==> src/rtl/phase_gen_pkg.sv <==
// Shared types and constants for the multi-channel phase generator.
package phase_gen_pkg;

    typedef enum logic [1:0] {
        WAVE_SAW    = 2'd0,
        WAVE_SQUARE = 2'd1,
        WAVE_TRI    = 2'd2,
        WAVE_NOISE  = 2'd3
    } wave_e;

    typedef enum logic {
        ST_IDLE = 1'b0,
        ST_RUN  = 1'b1
    } state_e;

    localparam logic [15:0] LFSR_SEED = 16'hACE1;
    // Right-shifting Fibonacci form of x^16+x^14+x^13+x^11+1: feedback from bits 0,2,3,5.
    localparam logic [15:0] LFSR_TAPS = 16'h002D;

    // Octave-0 step for a 20-bit accumulator at 48 kHz; notes 12-15 are silent.
    function automatic logic [19:0] base_step(input logic [3:0] note);
        logic [19:0] s;
        case (note)
            4'd0:    s = 20'd357;
            4'd1:    s = 20'd378;
            4'd2:    s = 20'd401;
            4'd3:    s = 20'd425;
            4'd4:    s = 20'd450;
            4'd5:    s = 20'd477;
            4'd6:    s = 20'd505;
            4'd7:    s = 20'd535;
            4'd8:    s = 20'd567;
            4'd9:    s = 20'd601;
            4'd10:   s = 20'd636;
            4'd11:   s = 20'd674;
            default: s = 20'd0;
        endcase
        return s;
    endfunction

endpackage

==> src/rtl/phase_gen_mc_wave_shaper.sv <==
// Combinational waveform generator: phase accumulator value plus wave select -> signed sample.
module wave_shaper
    import phase_gen_pkg::*;
#(
    parameter int PHASE_W = 20,
    parameter int OUT_W   = 16
) (
    input  logic [PHASE_W-1:0] phase,
    input  logic [1:0]         wave,
    input  logic [15:0]        noise,
    output logic [OUT_W-1:0]   sample
);

    localparam logic [OUT_W-1:0] MSB_MASK = {1'b1, {(OUT_W-1){1'b0}}};
    localparam logic [OUT_W-1:0] SQ_POS   = {1'b0, {(OUT_W-1){1'b1}}};
    localparam logic [OUT_W-1:0] SQ_NEG   = ~SQ_POS + OUT_W'(1);

    logic [PHASE_W:0]   phase_x;
    logic [OUT_W-1:0]   t, u, tri_v, noise_v;
    logic               p_msb;
    logic               in_unused;

    assign phase_x   = {phase, 1'b0};
    assign t         = phase[PHASE_W-1 -: OUT_W];
    // One bit below t; the padded copy keeps the slice legal when OUT_W equals PHASE_W.
    assign u         = phase_x[PHASE_W-1 -: OUT_W];
    assign p_msb     = phase[PHASE_W-1];
    assign tri_v     = p_msb ? ~u : u;
    assign in_unused = ^{phase, noise};

    generate
        if (OUT_W >= 16) begin : g_noise_ext
            assign noise_v = OUT_W'($signed(noise));
        end else begin : g_noise_trunc
            assign noise_v = noise[15 -: OUT_W];
        end
    endgenerate

    always_comb begin
        sample = '0;
        case (wave)
            WAVE_SAW:    sample = t ^ MSB_MASK;
            WAVE_SQUARE: sample = p_msb ? SQ_NEG : SQ_POS;
            WAVE_TRI:    sample = tri_v ^ MSB_MASK;
            WAVE_NOISE:  sample = noise_v;
            default:     sample = '0;
        endcase
    end

endmodule

==> src/rtl/phase_gen_mc.sv <==
// Time-multiplexed multi-channel phase generator; one sample per channel per sample_en frame.
// Optional `define NOISE_EN enables the LFSR noise source on wave 3 (otherwise wave 3 is silent).
module phase_gen_mc
    import phase_gen_pkg::*;
#(
    parameter int NUM_CH  = 8,
    parameter int PHASE_W = 20,
    parameter int OUT_W   = 16,
    parameter int CH_W    = (NUM_CH > 1) ? $clog2(NUM_CH) : 1
) (
    input  logic             phiM,
    input  logic             IC_b,
    input  logic             sample_en,
    input  logic             cfg_we,
    input  logic [CH_W-1:0]  cfg_ch,
    input  logic [7:0]       cfg_key_code,
    input  logic [1:0]       cfg_wave,
    input  logic             cfg_key_on,
    output logic [OUT_W-1:0] out_val,
    output logic [CH_W-1:0]  out_ch,
    output logic             out_valid,
    output logic             frame_done,
    output logic             overrun
);

    logic [PHASE_W-1:0] phase   [NUM_CH];
    logic [6:0]         key_code[NUM_CH];
    wave_e              wave_q  [NUM_CH];
    logic [NUM_CH-1:0]  key_on;

    state_e             state, state_nxt;
    logic [CH_W-1:0]    ch_idx, ch_idx_nxt;
    logic               running, last_ch;

    logic [PHASE_W-1:0] cur_phase, step;
    logic [6:0]         cur_kc;
    wave_e              cur_wave;
    logic               cur_on;
    logic [15:0]        noise_val;
    logic [OUT_W-1:0]   shaped, sample;
    logic               kc_unused;

    assign kc_unused = cfg_key_code[7];
    assign running   = (state == ST_RUN);
    assign last_ch   = (ch_idx == CH_W'(NUM_CH - 1));

    always_ff @(posedge phiM or negedge IC_b) begin
        if (!IC_b) begin
            state  <= ST_IDLE;
            ch_idx <= '0;
        end else begin
            state  <= state_nxt;
            ch_idx <= ch_idx_nxt;
        end
    end

    always_comb begin
        state_nxt  = state;
        ch_idx_nxt = ch_idx;
        case (state)
            ST_IDLE: begin
                if (sample_en) begin
                    state_nxt  = ST_RUN;
                    ch_idx_nxt = '0;
                end
            end
            ST_RUN: begin
                if (last_ch) begin
                    state_nxt  = ST_IDLE;
                    ch_idx_nxt = '0;
                end else begin
                    ch_idx_nxt = ch_idx + 1'b1;
                end
            end
            default: begin
                state_nxt  = ST_IDLE;
                ch_idx_nxt = '0;
            end
        endcase
    end

    assign cur_phase = phase[ch_idx];
    assign cur_kc    = key_code[ch_idx];
    assign cur_wave  = wave_q[ch_idx];
    assign cur_on    = key_on[ch_idx];

    always_comb begin
        step = PHASE_W'(base_step(cur_kc[3:0])) << cur_kc[6:4];
        step = step << (PHASE_W - 20);
    end

    wave_shaper #(
        .PHASE_W (PHASE_W),
        .OUT_W   (OUT_W)
    ) u_wave_shaper (
        .phase  (cur_phase),
        .wave   (cur_wave),
        .noise  (noise_val),
        .sample (shaped)
    );

    assign sample = cur_on ? shaped : '0;

    // The config write comes after the phase update so a key-on retrigger wins;
    // other fields only affect the channel from its next RUN slot onward.
    always_ff @(posedge phiM or negedge IC_b) begin
        if (!IC_b) begin
            for (int unsigned i = 0; i < NUM_CH; i++) begin
                phase[i]    <= '0;
                key_code[i] <= '0;
                wave_q[i]   <= WAVE_SAW;
            end
            key_on <= '0;
        end else begin
            for (int unsigned i = 0; i < NUM_CH; i++) begin
                if (running && ch_idx == CH_W'(i) && key_on[i])
                    phase[i] <= phase[i] + step;
                if (cfg_we && cfg_ch == CH_W'(i)) begin
                    key_code[i] <= cfg_key_code[6:0];
                    wave_q[i]   <= wave_e'(cfg_wave);
                    key_on[i]   <= cfg_key_on;
                    if (cfg_key_on && !key_on[i])
                        phase[i] <= '0;
                end
            end
        end
    end

`ifdef NOISE_EN
    logic [15:0] lfsr;

    always_ff @(posedge phiM or negedge IC_b) begin
        if (!IC_b)
            lfsr <= LFSR_SEED;
        else if (running && cur_on && cur_wave == WAVE_NOISE)
            lfsr <= {^(lfsr & LFSR_TAPS), lfsr[15:1]};
    end

    assign noise_val = lfsr;
`else
    assign noise_val = '0;
`endif

    always_ff @(posedge phiM or negedge IC_b) begin
        if (!IC_b) begin
            out_val    <= '0;
            out_ch     <= '0;
            out_valid  <= 1'b0;
            frame_done <= 1'b0;
            overrun    <= 1'b0;
        end else begin
            out_valid  <= running;
            frame_done <= running && last_ch;
            if (running) begin
                out_val <= sample;
                out_ch  <= ch_idx;
            end
            if (running && sample_en)
                overrun <= 1'b1;
        end
    end

endmodule
==> config.mk <==
export PLATFORM = sky130hd
export DESIGN_NAME = phase_gen_mc
export DESIGN_NICKNAME = d
export VERILOG_FILES = /design/src/rtl/phase_gen_pkg.sv /design/src/rtl/phase_gen_mc_wave_shaper.sv /design/src/rtl/phase_gen_mc.sv
export SDC_FILE = /design/constraint.sdc
export NUM_CORES = 1
export LEC_CHECK = 0
export BUFFER_PORTS_ARGS = -buffer_cell sky130_fd_sc_hd__buf_2
export CORE_UTILIZATION = 41
export DETAILED_ROUTE_END_ITERATION = 8
export PLACE_DENSITY = 0.66
export SYNTH_ARGS = -nofsm -noshare
export SYNTH_HDL_FRONTEND = slang
export SYNTH_HIERARCHICAL = 1
export SYNTH_SLANG_ARGS = --single-unit
export TNS_END_PERCENT = 1
==> constraint.sdc <==
create_clock -name phiM -period 6.25 [get_ports phiM]
set_input_delay 1.25 -clock phiM [delete_from_list [all_inputs] [get_ports phiM]]
set_output_delay 1.25 -clock phiM [all_outputs]
set_load 0.02 [all_outputs]
==> reports/metrics.csv <==
metric,value,unit
min-delay src,overrun,
Layout area overhead,9.61,%
ant diodes,0,
"Reg clk slew, reported paths",0.06,ns
Routed met1 length,24.5,mm
WL met2,25.9,mm
Routed WL per cell,20.2,microns
crit-path max cell delay,0.90,ns
fin nets,2320,
Layout fillers,4534,
CTS HTree Levels,1,
met3 routed WL,3.46,mm
"Worst Path Class, Setup",reg2reg,
Post-CTS Setup Inserts,0,
Mapped Area,0.0201,sq mm
top achievable clock speed,172,MHz
final hold vios,0,
CTS tree,built,
"Slowest-stage cell, CP",nor2_1,
Resized cells post-CTS,0,
Reg2Reg Depth,17,
IO Count,40,
Crit. End Element,register,
I/O Buffers,38,
final critical-path required period,5.80,ns
initial antenna violation count,0,
Die W,223,microns
Reg-to-Reg End,phase[17],
layout cell share with drive strength beyond 1,15.7,%
Worst Path Max Fanout,17,
run status,completed,
Startpoint Class,register,
DRC,0,
Bufs and invs on worst path,2,
CTS sink count,266,
Core ar.,0.0480,sq mm
routed vias/inst,6.01,
Cells after Synth,2136,
Critical Path RT,6.77,ns
Longest Clk Path Bufs,3,
Worst Max-Slew Pin Slew,1.19,ns
Global Route Usage Sum,22.7,%
crit share post-route,92.8,%
DIE HEIGHT,223,microns
"most common cell after layout, fill and taps aside",nand2_1,
Top Layer Used,met4,
crit-path cells,mux4_2 -> mux2i_2 -> ha_1 -> inv_1 -> a211oi_1 -> a21oi_1 -> mux2i_1 -> a21oi_1 -> nor2_1 -> buf_4 -> ha_1 -> nand3_1 -> a211oi_1 -> o32a_1 -> a21oi_2 -> or4_1 -> nand3_1,
first-pass GRT wire length,89.8,mm
top cell family by delay on the critical path,simple AND/OR/NAND/NOR gates,
max-cap violations,0,
# hold bufs at CTS,0,
Hold EP,overrun,
Std-Cell Rows,80,
largest net degree at the start of global routing,129,
CTS buffer count,31,
pins over their slew limit,0,
skew final,0.0112,ns
initial core utilization,41.8,%
WP data arrival,6.32,ns
gpl congestion,0.925,
DRT iter0 DRCs,1389,
WP depth,17,
final WL,56.4,mm
Initial DRT Pass Iterations,8,
vias in the first global route,16200,
endpoints failing setup,0,
Reg2Reg Setup Slack,0.45,ns
Worst Hold Class,reg2reg,
HPWL Detailed,41.3,mm
reg2reg start,ch_idx[0],
"Avg Cell Area, Syn",9.41,sq um
RSZ-0062 raised after global routing,false,
worst skew pair latency,0.59,ns
total gr overflow,0,
via count,16800,
Post-DRT Antenna Nets,0,
Post-Route Setup TNS,0,ns
Ys Warns,6,
clock root buffer,clkbuf_16,
area of the die,0.0499,sq mm
WHS Path Cells,1,
most frequent cells in the layout,"290 x nand2_1, 263 x dfrtp_1, 172 x a21oi_1",
Max-slew headroom,20.3,%
area by class of cell:
| cell class | count | area, sq um | share of cell area, % |
|---|---|---|---|
| well taps | 615 | 769 | 3.49 |
| clock inverters | 6 | 62.6 | 0.284 |
| clock buffers | 49 | 913 | 4.15 |
| repair buffers | 85 | 566 | 2.57 |
| inverters | 50 | 188 | 0.852 |
| multi-input cells | 1726 | 12900 | 58.4 |
| flip-flops and latches | 266 | 6660 | 30.3 |
worst max path at each step:
stage                       to       from
floorplan            phase[19]  ch_idx[0]
global route         phase[12]  ch_idx[0]
finish               phase[17]  ch_idx[0]
CTS                 phase[136]  ch_idx[0]
global placement     phase[19]  ch_idx[0]
detailed placement  phase[136]  ch_idx[0]
registers in the layout, summed over array words and instances (netlist names):
register    cells
frame_done      1
wave_q         16
out_valid       1
out_ch          3
overrun         1
ch_idx          3
key_code       56
phase         160
running         1
out_val        16
key_on          8
metrics by stage:
step | instances | hold WS (ns) | util [%] | worst slack, ns | instance area, sq um
detailed placement | 2742 | 0.447 | 43.8 | 0.547 | 21000
finish | 2797 | 0.459 | 45.8 | 0.451 | 22000
floorplan | 2151 | 0.445 | - | 0.747 | 20100
global placement | 2742 | 0.439 | 43.8 | 0.581 | 21000
global route | 2797 | 0.476 | 45.8 | 0.102 | 22000
CTS | 2797 | 0.461 | 45.8 | 0.520 | 22000
routing by layer:
metal,GRT usage (%),vias to the layer above
met5,0,-
met4,9.01,0
met3,3.24,116
met2,36.4,458
met1,30.8,8280
li1,-,7942
Power is not shown: default switching activity piles up to over one toggle a cycle in this logic, so the estimate is an artifact.
